## src/rtl/keypad_scan_fifo.sv

```systemverilog
// Matrix keypad scanner: one-hot column drive, synchronised row sampling, single-key
// debounce FSM and a press/release event FIFO with a valid/ready consumer port.
module keypad_scan_fifo #(
    parameter int NROWS          = 4,
    parameter int NCOLS          = 4,
    parameter int SCAN_DIV       = 16384,
    parameter int DEBOUNCE       = 4,
    parameter int DEPTH          = 8,
    parameter int REPORT_RELEASE = 1,
    localparam int CODE_W        = $clog2(NROWS * NCOLS),
    localparam int CNT_W         = $clog2(DEPTH) + 1
) (
    input  logic              clk,
    input  logic              reset_n,
    input  logic [NROWS-1:0]  rows,
    output logic [NCOLS-1:0]  cols,
    output logic              ev_valid,
    input  logic              ev_ready,
    output logic [CODE_W:0]   ev_data,
    output logic [CNT_W-1:0]  ev_count,
    output logic              key_down,
    output logic [CODE_W-1:0] key_code,
    output logic              overflow,
    input  logic              clr_ovf
);
    localparam int ROW_W = (NROWS > 1) ? $clog2(NROWS) : 1;
    localparam int COL_W = (NCOLS > 1) ? $clog2(NCOLS) : 1;
    localparam int DIV_W = $clog2(SCAN_DIV);
    localparam int DB_W  = $clog2(DEBOUNCE + 1);
    localparam int PTR_W = $clog2(DEPTH);

    typedef enum logic [1:0] {SCAN, PRESS_DB, HELD, REL_DB} state_t;

    state_t             state_reg, state_next;
    logic [NROWS-1:0]   rows_meta_reg, rows_s_reg;
    logic [DIV_W-1:0]   div_reg;
    logic               tick;
    logic [COL_W-1:0]   col_reg, col_next, col_adv;
    logic [ROW_W-1:0]   lrow_reg, lrow_next, first_row, code_row;
    logic [DB_W-1:0]    db_reg, db_next, db_inc;
    logic               hit, push, push_rel;
    logic [CODE_W-1:0]  ev_code;
    logic               key_down_reg;
    logic [CODE_W-1:0]  key_code_reg;

    logic [CODE_W:0]    mem [DEPTH];
    logic [PTR_W-1:0]   wr_ptr_reg, rd_ptr_reg, rd_ptr_next;
    logic [CNT_W-1:0]   count_reg;
    logic [CODE_W:0]    data_reg, push_data;
    logic               ovf_reg, full, pop, wr_en, drop, bypass;

    assign tick    = (div_reg == DIV_W'(SCAN_DIV - 1));
    assign col_adv = (col_reg == COL_W'(NCOLS - 1)) ? '0 : col_reg + 1'b1;
    assign db_inc  = db_reg + 1'b1;
    assign hit     = rows_s_reg[lrow_reg];

    for (genvar gi = 0; gi < NCOLS; gi++) begin : g_cols
        assign cols[gi] = (col_reg == COL_W'(gi));
    end

    // Lowest-index active row wins when several rows are high in the scanned column.
    always_comb begin
        first_row = '0;
        for (int i = NROWS - 1; i >= 0; i--) begin
            if (rows_s_reg[i]) first_row = ROW_W'(i);
        end
    end

    assign code_row = (state_reg == SCAN) ? first_row : lrow_reg;
    assign ev_code  = CODE_W'(int'(code_row) * NCOLS + int'(col_reg));

    always_comb begin
        state_next = state_reg;
        col_next   = col_reg;
        lrow_next  = lrow_reg;
        db_next    = db_reg;
        push       = 1'b0;
        push_rel   = 1'b0;
        if (tick) begin
            case (state_reg)
                SCAN: begin
                    if (rows_s_reg == '0) begin
                        col_next = col_adv;
                    end else begin
                        lrow_next = first_row;
                        db_next   = DB_W'(1);
                        if (DEBOUNCE == 1) begin
                            push       = 1'b1;
                            state_next = HELD;
                        end else begin
                            state_next = PRESS_DB;
                        end
                    end
                end
                PRESS_DB: begin
                    if (hit) begin
                        db_next = db_inc;
                        if (db_inc == DB_W'(DEBOUNCE)) begin
                            push       = 1'b1;
                            state_next = HELD;
                        end
                    end else begin
                        state_next = SCAN;
                        col_next   = col_adv;
                    end
                end
                HELD: begin
                    if (!hit) begin
                        db_next = DB_W'(1);
                        if (DEBOUNCE == 1) begin
                            push       = (REPORT_RELEASE != 0);
                            push_rel   = 1'b1;
                            state_next = SCAN;
                            col_next   = col_adv;
                        end else begin
                            state_next = REL_DB;
                        end
                    end
                end
                REL_DB: begin
                    if (hit) begin
                        state_next = HELD;
                    end else begin
                        db_next = db_inc;
                        if (db_inc == DB_W'(DEBOUNCE)) begin
                            push       = (REPORT_RELEASE != 0);
                            push_rel   = 1'b1;
                            state_next = SCAN;
                            col_next   = col_adv;
                        end
                    end
                end
                default: state_next = SCAN;
            endcase
        end
    end

    assign full        = (count_reg == CNT_W'(DEPTH));
    assign ev_valid    = (count_reg != '0);
    assign pop         = ev_valid & ev_ready;
    assign wr_en       = push & (~full | pop);
    assign drop        = push & full & ~pop;
    assign push_data   = {push_rel, ev_code};
    assign rd_ptr_next = rd_ptr_reg + PTR_W'(pop);
    // The incoming event becomes the head when nothing else remains queued.
    assign bypass      = wr_en & ((count_reg - CNT_W'(pop)) == '0);

    always_ff @(posedge clk) begin
        if (wr_en) mem[wr_ptr_reg] <= push_data;
    end

    always_ff @(posedge clk) begin
        if (!reset_n) begin
            rows_meta_reg <= '0;
            rows_s_reg    <= '0;
            div_reg       <= '0;
            state_reg     <= SCAN;
            col_reg       <= '0;
            lrow_reg      <= '0;
            db_reg        <= '0;
            key_down_reg  <= 1'b0;
            key_code_reg  <= '0;
            wr_ptr_reg    <= '0;
            rd_ptr_reg    <= '0;
            count_reg     <= '0;
            data_reg      <= '0;
            ovf_reg       <= 1'b0;
        end else begin
            rows_meta_reg <= rows;
            rows_s_reg    <= rows_meta_reg;
            div_reg       <= tick ? '0 : div_reg + 1'b1;
            state_reg     <= state_next;
            col_reg       <= col_next;
            lrow_reg      <= lrow_next;
            db_reg        <= db_next;
            key_down_reg  <= (state_next == HELD) || (state_next == REL_DB);
            if (push && !push_rel) key_code_reg <= ev_code;
            if (wr_en) wr_ptr_reg <= wr_ptr_reg + 1'b1;
            rd_ptr_reg    <= rd_ptr_next;
            count_reg     <= count_reg + CNT_W'(wr_en) - CNT_W'(pop);
            data_reg      <= bypass ? push_data : mem[rd_ptr_next];
            if (clr_ovf)   ovf_reg <= 1'b0;
            else if (drop) ovf_reg <= 1'b1;
        end
    end

    assign ev_data  = data_reg;
    assign ev_count = count_reg;
    assign key_down = key_down_reg;
    assign key_code = key_code_reg;
    assign overflow = ovf_reg;
endmodule

```

## config.mk

```make
export PLATFORM = sky130hd
export DESIGN_NAME = keypad_scan_fifo
export DESIGN_NICKNAME = d
export VERILOG_FILES = /design/src/rtl/keypad_scan_fifo.sv
export SDC_FILE = /design/constraint.sdc
export NUM_CORES = 1
export LEC_CHECK = 0
export BUFFER_PORTS_ARGS = -buffer_cell sky130_fd_sc_hd__buf_2
export CAP_MARGIN = 30
export CELL_PAD_IN_SITES_DETAIL_PLACEMENT = 1
export CELL_PAD_IN_SITES_GLOBAL_PLACEMENT = 2
export CORE_UTILIZATION = 37
export DETAILED_ROUTE_END_ITERATION = 8
export PLACE_DENSITY_LB_ADDON = 0.3
export SYNTH_ARGS = -nofsm -noshare
export SYNTH_HDL_FRONTEND = slang
export SYNTH_SLANG_ARGS = --single-unit
```

## constraint.sdc

```tcl
create_clock -name clk -period 3.1 [get_ports clk]
set_clock_uncertainty 0.15 [all_clocks]
set_input_delay 0.62 -clock clk [delete_from_list [all_inputs] [get_ports clk]]
set_output_delay 0.62 -clock clk [all_outputs]
set_load 0.01 [all_outputs]
```

# Yosys cells after proc, flatten, opt, wreduce, memory -nomap -nowiden
# Memory sizes are Yosys's and may differ from the RTL's.
# Index checks and enable logic that the tools add are counted.
# classes
addsub	9
multipliers	0
div_mod_pow	0
magnitude_cmp	1
n_eq_ne	18
shifts	0
mux	36
bitwise_logic	10
reduce_logical	14
# ops
op	n
2-to-1 mux 2 bit	17
adder 14 x 1 -> 14 bit, second input constant	1
== test 14 bit, second input constant	1
== test 2 bit, second input constant	6
2-to-1 mux 3 bit	4
!= test 2 bit, second input constant	6
case mux 3 bit (4 select lines)	1
2-to-1 mux 1 bit	9
logical NOT 4 bit	2
case mux 2 bit (4 select lines)	1
subtractor 4 x 1 -> 4 bit	2
adder 3 x 1 -> 3 bit, second input constant	2
case mux 2 bit (3 select lines)	1
AND reduction 6 bit	1
AND 1 bit	5
2-to-1 mux 5 bit	1
AND reduction 5 bit	1
adder 4 x 1 -> 4 bit	1
adder 4 x 2 -> 4 bit	1
== test 2 x 1 -> 1 bit, second input constant	2
== test 4 bit, second input constant	1
logical NOT 2 bit	2
inverter 1 bit	4
nonzero test 4 bit	1
14 further kinds	15
# word_totals
reg_bits	52
latch_bits	0
ramBits	40
rom_bits	0
inputBits	8
out_inout_bits	20
word_cells	103
mem_count	1
# mem_list
name	depth	word_bits	read_ports	rd_ports_with_merged_regs	wr	line	rtl
mem	8	5	1	0	1	46	logic [CODE_W:0] mem [DEPTH];

# Logic depth before layout (Yosys ltp)
# Gate-level depths: netlist of the first run.
# depth
ltp_word	9
mapped_depth	15
ltp_nobuf	14

# Least setup slack after synthesis of the first run
# OpenSTA, ideal clock, no wires.
# synth_timing
kind	reg-to-reg
from	register lrow_reg[0]
to	register count_reg[1] (netlist: ev_count[1])
setup_time_ns	0.115
arrival_time_ns	2.579
t_required_ns	2.835
slack_ns	0.256
path_stages_with_launch	11
path_buffers	1
period_less_slack_ns	2.844
path_cell_list	dfxtp_1 mux4_2 xnor2_2 and4b_1 buf_6 inv_1 ha_1 inv_1 ha_1 fa_1 and2_1
# synth_between
elab_chain_cells	8
elab_cells_between_ends	9
cone_classes	add/sub (2); mux (6); bitwise (1)
# synth_lines
element	line	rtl
from (decl)	39	logic [ROW_W-1:0] lrow_reg, lrow_next, first_row, code_row;
from (signal assigned)	174	lrow_reg <= lrow_next;
binary-select mux 1 bit (select 2 bit) (*)	55	assign hit = rows_s_reg[lrow_reg];
2-to-1 mux 1 bit (not written as such) (*)	55	
2-to-1 mux 1 bit, on equally long branches	121, 96	
case mux 1 bit (2 select lines) (*)	80	case (state_reg)
2-to-1 mux 1 bit (*)	79	if (tick) begin
AND 1 bit (*)	141	assign wr_en = push & (~full | pop);
adder 4 x 1 -> 4 bit (*)	180	count_reg <= count_reg + CNT_W'(wr_en) - CNT_W'(pop);
subtractor 4 x 1 -> 4 bit (*)	180	
to (signal assigned)	180	
to (decl)	48	logic [CNT_W-1:0] count_reg;
# Mark *: on every way between the ends. The rest lies on a longest branch, timed or not. The select of a mux whose other input is x is not followed.
# A chain may end at the register's enable or synchronous reset.

# Worst setup path after layout of the first run
# layout_timing
from	register db_reg[0]
to	register count_reg[2] (netlist: ev_count[2])
# layout_between
elab_chain_cells	9
elab_cells_between_ends	10
cone_classes	add/sub (3); eq/ne (1); mux (5); bitwise (1)
# layout_lines
element	line	rtl
from (decl)	40	logic [DB_W-1:0] db_reg, db_next, db_inc;
from (signal assigned)	175	db_reg <= db_next;
adder 3 x 1 -> 3 bit (*)	54	assign db_inc = db_reg + 1'b1;
== test 3 bit (*)	98, 125	
2-to-1 mux 1 bit (*)	98, 125	
2-to-1 mux 1 bit, on equally long branches	121, 96	
case mux 1 bit (2 select lines) (*)	80	
2-to-1 mux 1 bit (*)	79	
AND 1 bit (*)	141	
adder 4 x 1 -> 4 bit (*)	180	
subtractor 4 x 1 -> 4 bit (*)	180	
# Mark *: on every way between the ends. The rest lies on a longest branch, timed or not.

==> impl_metrics.csv, run 1 <==
group,metric,value,unit
global_route,grt_pass1_wl,14300,um
cells_and_area,final_nets,402,
yosys,yosys.area.top_type,"edfxtp_1",
cells_and_area,stdcell_area,4520,um^2
critical_path,critPathKind,"reg2reg",
critical_path,cp_cell_sequence,"ha_1, ha_1, and2_1, nand4_1, and4b_1, inv_1, ha_1, inv_1, ha_1, fa_1, xor2_1, nor2_1",
critical_path,endpoint_kind,"flip-flop",
worst_hold_path,hp-class,"in2reg",
clock_tree,tritoncts,"built",
pwr,p_switching,0.798,mW
pwr,p_total,2.74,mW
global_route,overflow,0,
sta,period_needed,2.80,ns
clock_tree,cts.sinks,92,
critical_path,required,3.19,ns
placed_design,pre_cts_ws,0.306,ns
yosys,postSynthAreaPerCell,12.0,um^2
route,vias,2598,
clock_tree,hold_buffers,0,
sta,timing.hold.ws,0.272,ns
yosys,ys_types,50,
placed_design,hpwlAfterDp,6410,um
placed_design,dp_cells,500,
yosys,synth_seq_cells,92,
cells_and_area,area_growth,13.2,%
critical_path,cp_slowest_cell,"fa_1",
yosys,syn_inst,333,
floorplan,start_util,38.5,%
sta,slew_violations,0,
placed_design,portBuffers,27,
yosys,ys.flop_type,"dfxtp_1",
sta,fmax,358,MHz
route,firstDrtPassIters,4,
yosys,syn_area,3990,um^2
clock_tree,path_clk_slew,0.08,ns
global_route,antenna_found_initial,0,
clock_tree,cts-resized-gates,0,
sta,finalSetupViolations,0,
sta,relSlewSlack,61.1,%
floorplan,die_w,106,um
placed_design,placed_area,4360,um^2
clock_tree,cts-root-buf,"clkbuf_8",
cells_and_area,layout_commonest_cell,"dfxtp_1",
cells_and_area,post-route-util,43.6,%
route,detail-route-antenna-nets,0,
sta,rsz0062_at_grt,"no",
cells_and_area,largest_reg_flops,40,
floorplan,fp.dieArea,11200,um^2
sta,hold_violations,0,
route,drc,0,
critical_path,crit_path_start_kind,"flip-flop",
clock_tree,post_cts_buffers,0,
pwr,clkPwrFrac,25.5,%
pwr,ir_drop,0.231,mV
sta,worstMarginPinSlew,0.581,ns
outcome,status,"finished, final reports clean",
yosys,synth_top_area_share,30.1,%
route,wl_per_cell,16.8,um
yosys,synth_edf_count,40,
pwr,p_sw_share,29.1,%
clock_tree,clockBufferDepth,2,
yosys,synth.area.top_cells,"edfxtp_1, dfxtp_1, mux4_2",
sta,worst_slack,0.304,ns
route,viasPerCell,5.03,
critical_path,path_buf_inv,2,
floorplan,io_pins,28,
floorplan,rows,37,
yosys,synthArstFlopShare,0,%
pwr,pwr-share-comb,25.3,%
cells_and_area,drive_above_1_share,20.8,%
critical_path,crit_family,"adder cells",
critical_path,r2r_slack,0.30,ns
critical_path,arrival,2.89,ns
job,max_cap_violations,0,
pwr,power_frac_seq,49.2,%
route,finalWirelength,8650,um
pwr,p_leak,1.75,nW
cells_and_area,final_cells,516,
yosys,synthesis.nets,360,
clock_tree,numCtsBuffers,9,
clock_tree,clk_latency,0.36,ns
route,first_iter_violations,195,
clock_tree,htree_num_levels,3,
pwr,internal_power,1.94,mW
sta,period_share,90.2,%
pwr,power.density,606,nW/um^2
critical_path,cp_common_cell,"ha_1",
yosys,synth_warnings,0,
global_route,grt_max_degree,29,
global_route,grt_pass1_vias,2720,
global_route,track_usage,17.1,%
yosys,ys_seq_area_share,56.2,%
placed_design,place.gp.congestion,0.787,
floorplan,placeableCoreArea,10400,um^2
cells_and_area,mostFrequentLayoutCells,"dfxtp_1, nor2_1, edfxtp_1",
critical_path,worst_path_largest_cell_delay,0.39,ns
cells_and_area,num_antenna_cells,0,
critical_path,worstPathMaxFanout,3,
sta,fin_setup_tns,0,ns
floorplan,fp.dieH,106,um
-- power by group through the flow --
stage | Combinational (mW) | Clock (mW) | Sequential, mW
after CTS | 0.712 | 0.727 | 1.35
after global placement | 0.685 | 0 | 1.37
final | 0.691 | 0.699 | 1.35
after detailed placement | 0.708 | 0 | 1.38
after floorplan | 0.477 | 0 | 1.38
after global routing | 0.786 | 0.777 | 1.36
-- worst paths after layout --
path              cells past startpoint                        to                   startpoint
hold reg to reg                       1  rows_s_reg[1]$_SDFF_PN0_  rows_meta_reg[1]$_SDFF_PN0_
hold / removal                        2     overflow$_SDFFE_PP0P_                      clr_ovf
setup reg to reg                     12    ev_count[2]$_SDFF_PN0_       db_reg[0]$_SDFFE_PN0P_
setup / recovery                     12    ev_count[2]$_SDFF_PN0_       db_reg[0]$_SDFFE_PN0P_
-- worst reg2reg max path: cells and delay by family (launching register included) --
family                     cells  cell delay (ns)
xor gates and xnor gates       1             0.14
adders and majority gates      5             1.22
buffers and inverters          2             0.09
DFF                            1             0.38
and+or+nand+nor                4             0.71
-- synth_stat cells, types with 2 or more instances --
cell type and instances:
a21oi_1 9, and2_1 16, and3_1 2, and4_1 4, clkbuf_1 8, dfxtp_1 52, edfxtp_1 40, ha_1 18
inv_1 15, mux2_2 2, mux2i_1 14, mux4_2 11, nand2_1 19, nand2b_1 4, nand3_1 10, nand4_1 4
nor2_1 45, nor2_2 2, nor3_1 3, o21ai_0 5, o31ai_1 4, or3_1 4, xnor2_1 8, xor2_1 8
-- layer usage --
layer	wire (um)	global-route usage, %	vias up
met5	0	0	-
met4	166	6.94	0
met3	307	3.65	13
met2	4010	27.4	48
met1	4170	22.4	1270
li1	-	-	1267
-- area by class of cell --
type | instances | area [um^2]
tap | 136 | 170
fill | 1140 | 5850
clock buffer | 12 | 135
inverter | 15 | 56.3
sequential | 92 | 2240
clock inverter | 4 | 26.3
timing repair buffer | 41 | 240
multi-input combinational | 216 | 1650
-- logic make-up after synthesis --
group                    count (synthesis)  share of synthesized area, %
flip-flops                              92                          56.2
AO/OA/AOI/OAI                           26                          4.29
adder cells (fa/ha/maj)                 19                          6.14
XOR/XNOR                                17                          3.92
buffers and inverters                   25                          2.57
AND/OR/NAND/NOR                        127                          16.6
multiplexers                            27                          10.3
Note: power is estimated with default switching activity, not from simulation.
==> run 2: changes to the inputs <==
- CORE_UTILIZATION: 37 -> 44
- clock period: 3.1 -> 3.57 ns (I/O delays scaled with it)
==> run 2 against run 1 <==
- power down 12%
- non-clock buffer count down 7
- via count down 1.7%
- cell count down 6.8%
- sequential share of layout area up 0.65 points
- maximum frequency down 5.1%
- die area down 16%
- sequential power down 13%
- register-to-register slack better by 0.32 ns
- worst setup slack better by 0.32 ns
- critical path type unchanged
- critical endpoint unchanged
- largest cell class unchanged
- largest power group unchanged
==> impl_metrics.csv, run 2 (synthesized netlist as in run 1, its figures left out) <==
group,metric,value,unit
outcome,status,"finished, final reports clean",
clock_tree,tritoncts,"built",
worst_hold_path,hp-class,"reg2reg",
placed_design,hpwlAfterDp,5930,um
clock_tree,post_cts_buffers,0,
global_route,track_usage,18.6,%
sta,finalSetupViolations,0,
pwr,internal_power,1.68,mW
sta,period_needed,2.95,ns
sta,period_share,82.5,%
sta,slew_violations,0,
cells_and_area,mostFrequentLayoutCells,"dfxtp_1, nor2_1, edfxtp_1",
cells_and_area,final_nets,395,
cells_and_area,num-fill-cells,949,
placed_design,place.gp.congestion,0.736,
clock_tree,numCtsBuffers,9,
critical_path,path_buf_inv,2,
clock_tree,cts-resized-gates,0,
route,first_iter_violations,108,
route,detail-route-antenna-nets,0,
critical_path,endpoint_kind,"flip-flop",
cells_and_area,drive_above_1_share,20.1,%
cells_and_area,layout_commonest_cell,"dfxtp_1",
route,drc,0,
sta,timing.hold.ws,0.290,ns
route,wl_per_cell,16.9,um
pwr,p_switching,0.724,mW
cells_and_area,num_antenna_cells,0,
pwr,ir_drop,0.203,mV
sta,worstMarginPinSlew,0.777,ns
clock_tree,cts-root-buf,"clkbuf_8",
critical_path,crit_path_start_kind,"flip-flop",
pwr,pwr-share-comb,23.5,%
sta,rsz0062_at_grt,"no",
pwr,clkPwrFrac,27.9,%
sta,hold_violations,0,
pwr,p_sw_share,30.1,%
pwr,power.density,539,nW/um^2
clock_tree,clockBufferDepth,2,
pwr,p_leak,1.73,nW
global_route,grt_max_degree,29,
critical_path,critPathKind,"reg2reg",
job,max_cap_violations,0,
global_route,grt_pass1_wl,13600,um
floorplan,placeableCoreArea,8760,um^2
route,viasPerCell,5.31,
pwr,power_frac_seq,48.7,%
floorplan,rows,34,
critical_path,cp_cell_sequence,"mux4_2, xnor2_2, and4b_1, inv_1, ha_1, inv_1, ha_1, fa_1, xor2_1, nor2_1",
critical_path,cp_slowest_cell,"mux4_2",
global_route,overflow,0,
sta,fin_setup_tns,0,ns
route,vias,2555,
critical_path,arrival,3.03,ns
sta,relSlewSlack,48.2,%
clock_tree,clk_latency,0.36,ns
cells_and_area,largest_reg_flops,40,
clock_tree,path_clk_slew,0.10,ns
global_route,grt_pass1_vias,2696,
sta,fmax,339,MHz
global_route,antenna_found_initial,0,
floorplan,io_pins,28,
placed_design,portBuffers,27,
critical_path,worstPathMaxFanout,8,
route,firstDrtPassIters,4,
floorplan,die_w,97.2,um
critical_path,required,3.65,ns
critical_path,worst_path_largest_cell_delay,0.64,ns
route,finalWirelength,8110,um
floorplan,fp.dieH,97.2,um
floorplan,fp.dieArea,9460,um^2
floorplan,start_util,45.5,%
clock_tree,hold_buffers,0,
clock_tree,htree_num_levels,3,
critical_path,crit_family,"adder cells",
cells_and_area,area_growth,11.7,%
clock_tree,cts.sinks,92,
## run 2: cell types whose count changed in the layout (fill, tap and decap cells not counted), sizes merged
cell and change:
inv +3, clkbuf -3, buf -7, clkinv -1
clkinvlp +1
## run 2: through the flow
| step | cell area [um^2] | util (%) | instances | power [mW] | setup slack, ns |
|---|---|---|---|---|---|
| after floorplan | 3990 | - | 333 | 1.62 | 0.726 |
| after global placement | 4270 | 48.7 | 465 | 1.75 | 0.730 |
| after detailed placement | 4270 | 48.7 | 465 | 1.78 | 0.622 |
| after CTS | 4460 | 50.9 | 481 | 2.44 | 0.593 |
| after global routing | 4460 | 50.9 | 481 | 2.56 | 0.413 |
| final | 4460 | 50.9 | 481 | 2.40 | 0.624 |
## run 2: worst paths after layout
kind                                                   from                        to  slack, ns  cells after the start
worst max-delay path               lrow_reg[0]$_SDFFE_PN0P_    ev_count[2]$_SDFF_PN0_       0.62                     10
worst max register to register     lrow_reg[0]$_SDFFE_PN0P_    ev_count[2]$_SDFF_PN0_       0.62                     10
worst min register to register  rows_meta_reg[1]$_SDFF_PN0_  rows_s_reg[1]$_SDFF_PN0_       0.29                      1
worst min-delay path            rows_meta_reg[1]$_SDFF_PN0_  rows_s_reg[1]$_SDFF_PN0_       0.29                      1
## run 2: cell type report
class	instances	area (um^2)	area share, %
Sequential cell	92	2240	50.3
Inverter	15	56.3	1.26
Clock inverter	7	66.3	1.49
Timing Repair Buffer	34	188	4.21
Multi-Input combinational cell	216	1650	36.9
Tap cell	108	135	3.03
Clock buffer	9	124	2.78
## run 2: power by group through the flow
stage	combinational [mW]	clock, mW	sequential [mW]
final	0.565	0.670	1.17
after global routing	0.652	0.726	1.18
after CTS	0.585	0.687	1.17
after detailed placement	0.582	0	1.20
after global placement	0.557	0	1.19
after floorplan	0.414	0	1.20
## run 2: metal layers
metal  GRT usage (%)  vias to the layer above  wire (um)
met3            3.60                       12        260
met5               0                        -          0
li1                -                     1249          -
met2            30.1                       48       3800
met1            24.9                     1246       3940
met4            6.67                        0        117
==> run 3: changes to the inputs <==
- CORE_UTILIZATION: 44 -> 41
- clock period: 3.57 -> 2.8 ns (I/O delays scaled with it)
==> run 3 against run 2 <==
- sequential power grew 27%
- clock power grew 49%
- non-clock buffer count grew 16
- die area grew 7.2%
- highest routed layer unchanged
==> impl_metrics.csv, run 3 (synthesized netlist as in run 1, its figures left out) <==
group,metric,value,unit
outcome,status,"finished, final reports clean",
route,vias,2613,
route,finalWirelength,8510,um
sta,worst_slack,0.113,ns
floorplan,rows,35,
cells_and_area,stdcell_area,4700,um^2
clock_tree,clockBufferDepth,2,
route,detail-route-antenna-nets,0,
sta,finalSetupViolations,0,
cells_and_area,area_growth,17.7,%
route,wl_per_cell,16.4,um
worst_hold_path,min-delay-start,"clr_ovf",
cells_and_area,largest_reg_flops,40,
clock_tree,hold_buffers,0,
cells_and_area,mostFrequentLayoutCells,"dfxtp_1, nor2_1, edfxtp_1",
global_route,overflow,0,
cells_and_area,layout_commonest_cell,"dfxtp_1",
floorplan,start_util,42.8,%
route,drc,0,
sta,slew_violations,0,
sta,hold_violations,0,
clock_tree,htree_num_levels,3,
global_route,antenna_found_initial,0,
clock_tree,path_clk_slew,0.09,ns
clock_tree,clk_latency,0.36,ns
placed_design,placed_area,4470,um^2
global_route,track_usage,18.3,%
global_route,grt_pass1_vias,2709,
route,viasPerCell,5.04,
clock_tree,tritoncts,"built",
pwr,p_leak,1.83,nW
sta,fmax,372,MHz
critical_path,crit_path_start,"lrow_reg[0]$_SDFFE_PN0P_",
floorplan,fp.dieH,101,um
cells_and_area,num-fill-cells,1009,
critical_path,critPathKind,"reg2reg",
critical_path,rr_worst_depth,10,
critical_path,crit_family,"adder cells",
route,first_iter_violations,105,
sta,fin_setup_tns,0,ns
worst_hold_path,min_path_cells,2,
critical_path,endpoint_kind,"flip-flop",
critical_path,worstReg2RegStart,"lrow_reg[0]$_SDFFE_PN0P_",
cells_and_area,final_nets,411,
job,max_cap_violations,0,
critical_path,crit_path_start_kind,"flip-flop",
pwr,power.density,714,nW/um^2
pwr,p_total,3.35,mW
placed_design,hpwlAfterDp,6200,um
critical_path,path_buf_inv,2,
cells_and_area,drive_above_1_share,25.4,%
critical_path,cp_slowest_cell,"mux4_2",
critical_path,arrival,2.77,ns
placed_design,place.gp.congestion,0.828,
route,firstDrtPassIters,4,
sta,relSlewSlack,58.1,%
pwr,ir_drop,0.337,mV
clock_tree,cts.sinks,92,
placed_design,pre_cts_ws,0.0943,ns
worst_hold_path,hp-class,"in2reg",
sta,timing.hold.ws,0.205,ns
cells_and_area,num_antenna_cells,0,
clock_tree,numCtsBuffers,9,
floorplan,die_w,101,um
sta,period_needed,2.69,ns
critical_path,required,2.88,ns
sta,period_share,96.0,%
sta,rsz0062_at_grt,"yes",
clock_tree,cts-root-buf,"clkbuf_8",
floorplan,placeableCoreArea,9330,um^2
global_route,grt_pass1_wl,13800,um
critical_path,cp_cell_sequence,"mux4_2, xnor2_2, and4b_1, inv_2, ha_4, inv_2, ha_4, fa_2, xor2_1, nor2_1",
sta,worstMarginPinSlew,0.628,ns
global_route,grt_max_degree,29,
floorplan,io_pins,28,
placed_design,portBuffers,27,
critical_path,worst_path_largest_cell_delay,0.56,ns
critical_path,worstPathMaxFanout,3,
critical_path,crit_cells,10,
floorplan,fp.dieArea,10100,um^2
==> run 3: cell types whose count changed in the layout (fill, tap and decap cells not counted), sizes merged <==
cell,delta
buf,+16
bufinv,+2
inv,-2
clkbuf,+1
clkinvlp,-1
==> run 3: per-layer routing <==
| metal | global-route usage (%) | up-vias | share of wire, % |
|---|---|---|---|
| met4 | 6.35 | 0 | 1.1 |
| met3 | 3.54 | 6 | 2.8 |
| met5 | 0 | - | 0 |
| li1 | - | 1276 | - |
| met1 | 25.3 | 1293 | 51 |
| met2 | 28.8 | 38 | 46 |
==> run 3: repair_timing <==
| item | 4_1_cts | 5_1_grt |
|---|---|---|
| resized for setup | 0 | 3 |
| buffers inserted | 0 | 0 |
| endpoints found under the setup margin | 0 | 6 |
| hold endpoints to repair | 0 | 0 |
==> run 3: final timing paths <==
path / endpoint / slack (ns)
worst max-delay path: ev_count[2]$_SDFF_PN0_ / 0.11
worst min-delay path: overflow$_SDFFE_PP0P_ / 0.21
worst max register to register: ev_count[2]$_SDFF_PN0_ / 0.11
worst min register to register: rows_s_reg[1]$_SDFF_PN0_ / 0.30
==> run 3: power by group <==
group | leakage [nW] | internal, mW | total [mW] | switching, mW
clock | 0.107 | 0.511 | 0.997 | 0.486
sequential | 0.842 | 1.45 | 1.49 | 0.0403
combinational | 0.881 | 0.440 | 0.866 | 0.426
total | 1.83 | 2.40 | 3.35 | 0.952
==> run 3: metrics by stage <==
| step | utilization, % | cells |
|---|---|---|
| after floorplan | - | 333 |
| final | 50.4 | 518 |
| after CTS | 50.3 | 518 |
| after global placement | 47.9 | 502 |
| after global routing | 50.4 | 518 |
| after detailed placement | 47.9 | 502 |
==> run 3: layout make-up <==
cell class,instances,area (um^2),area share [%]
Timing Repair Buffer,50,333,7.08
Clock buffer,10,128,2.72
Inverter,15,56.3,1.20
Multi-Input combinational cell,216,1680,35.8
Tap cell,129,161,3.43
Clock inverter,6,93.8,2.00
Sequential cell,92,2240,47.8
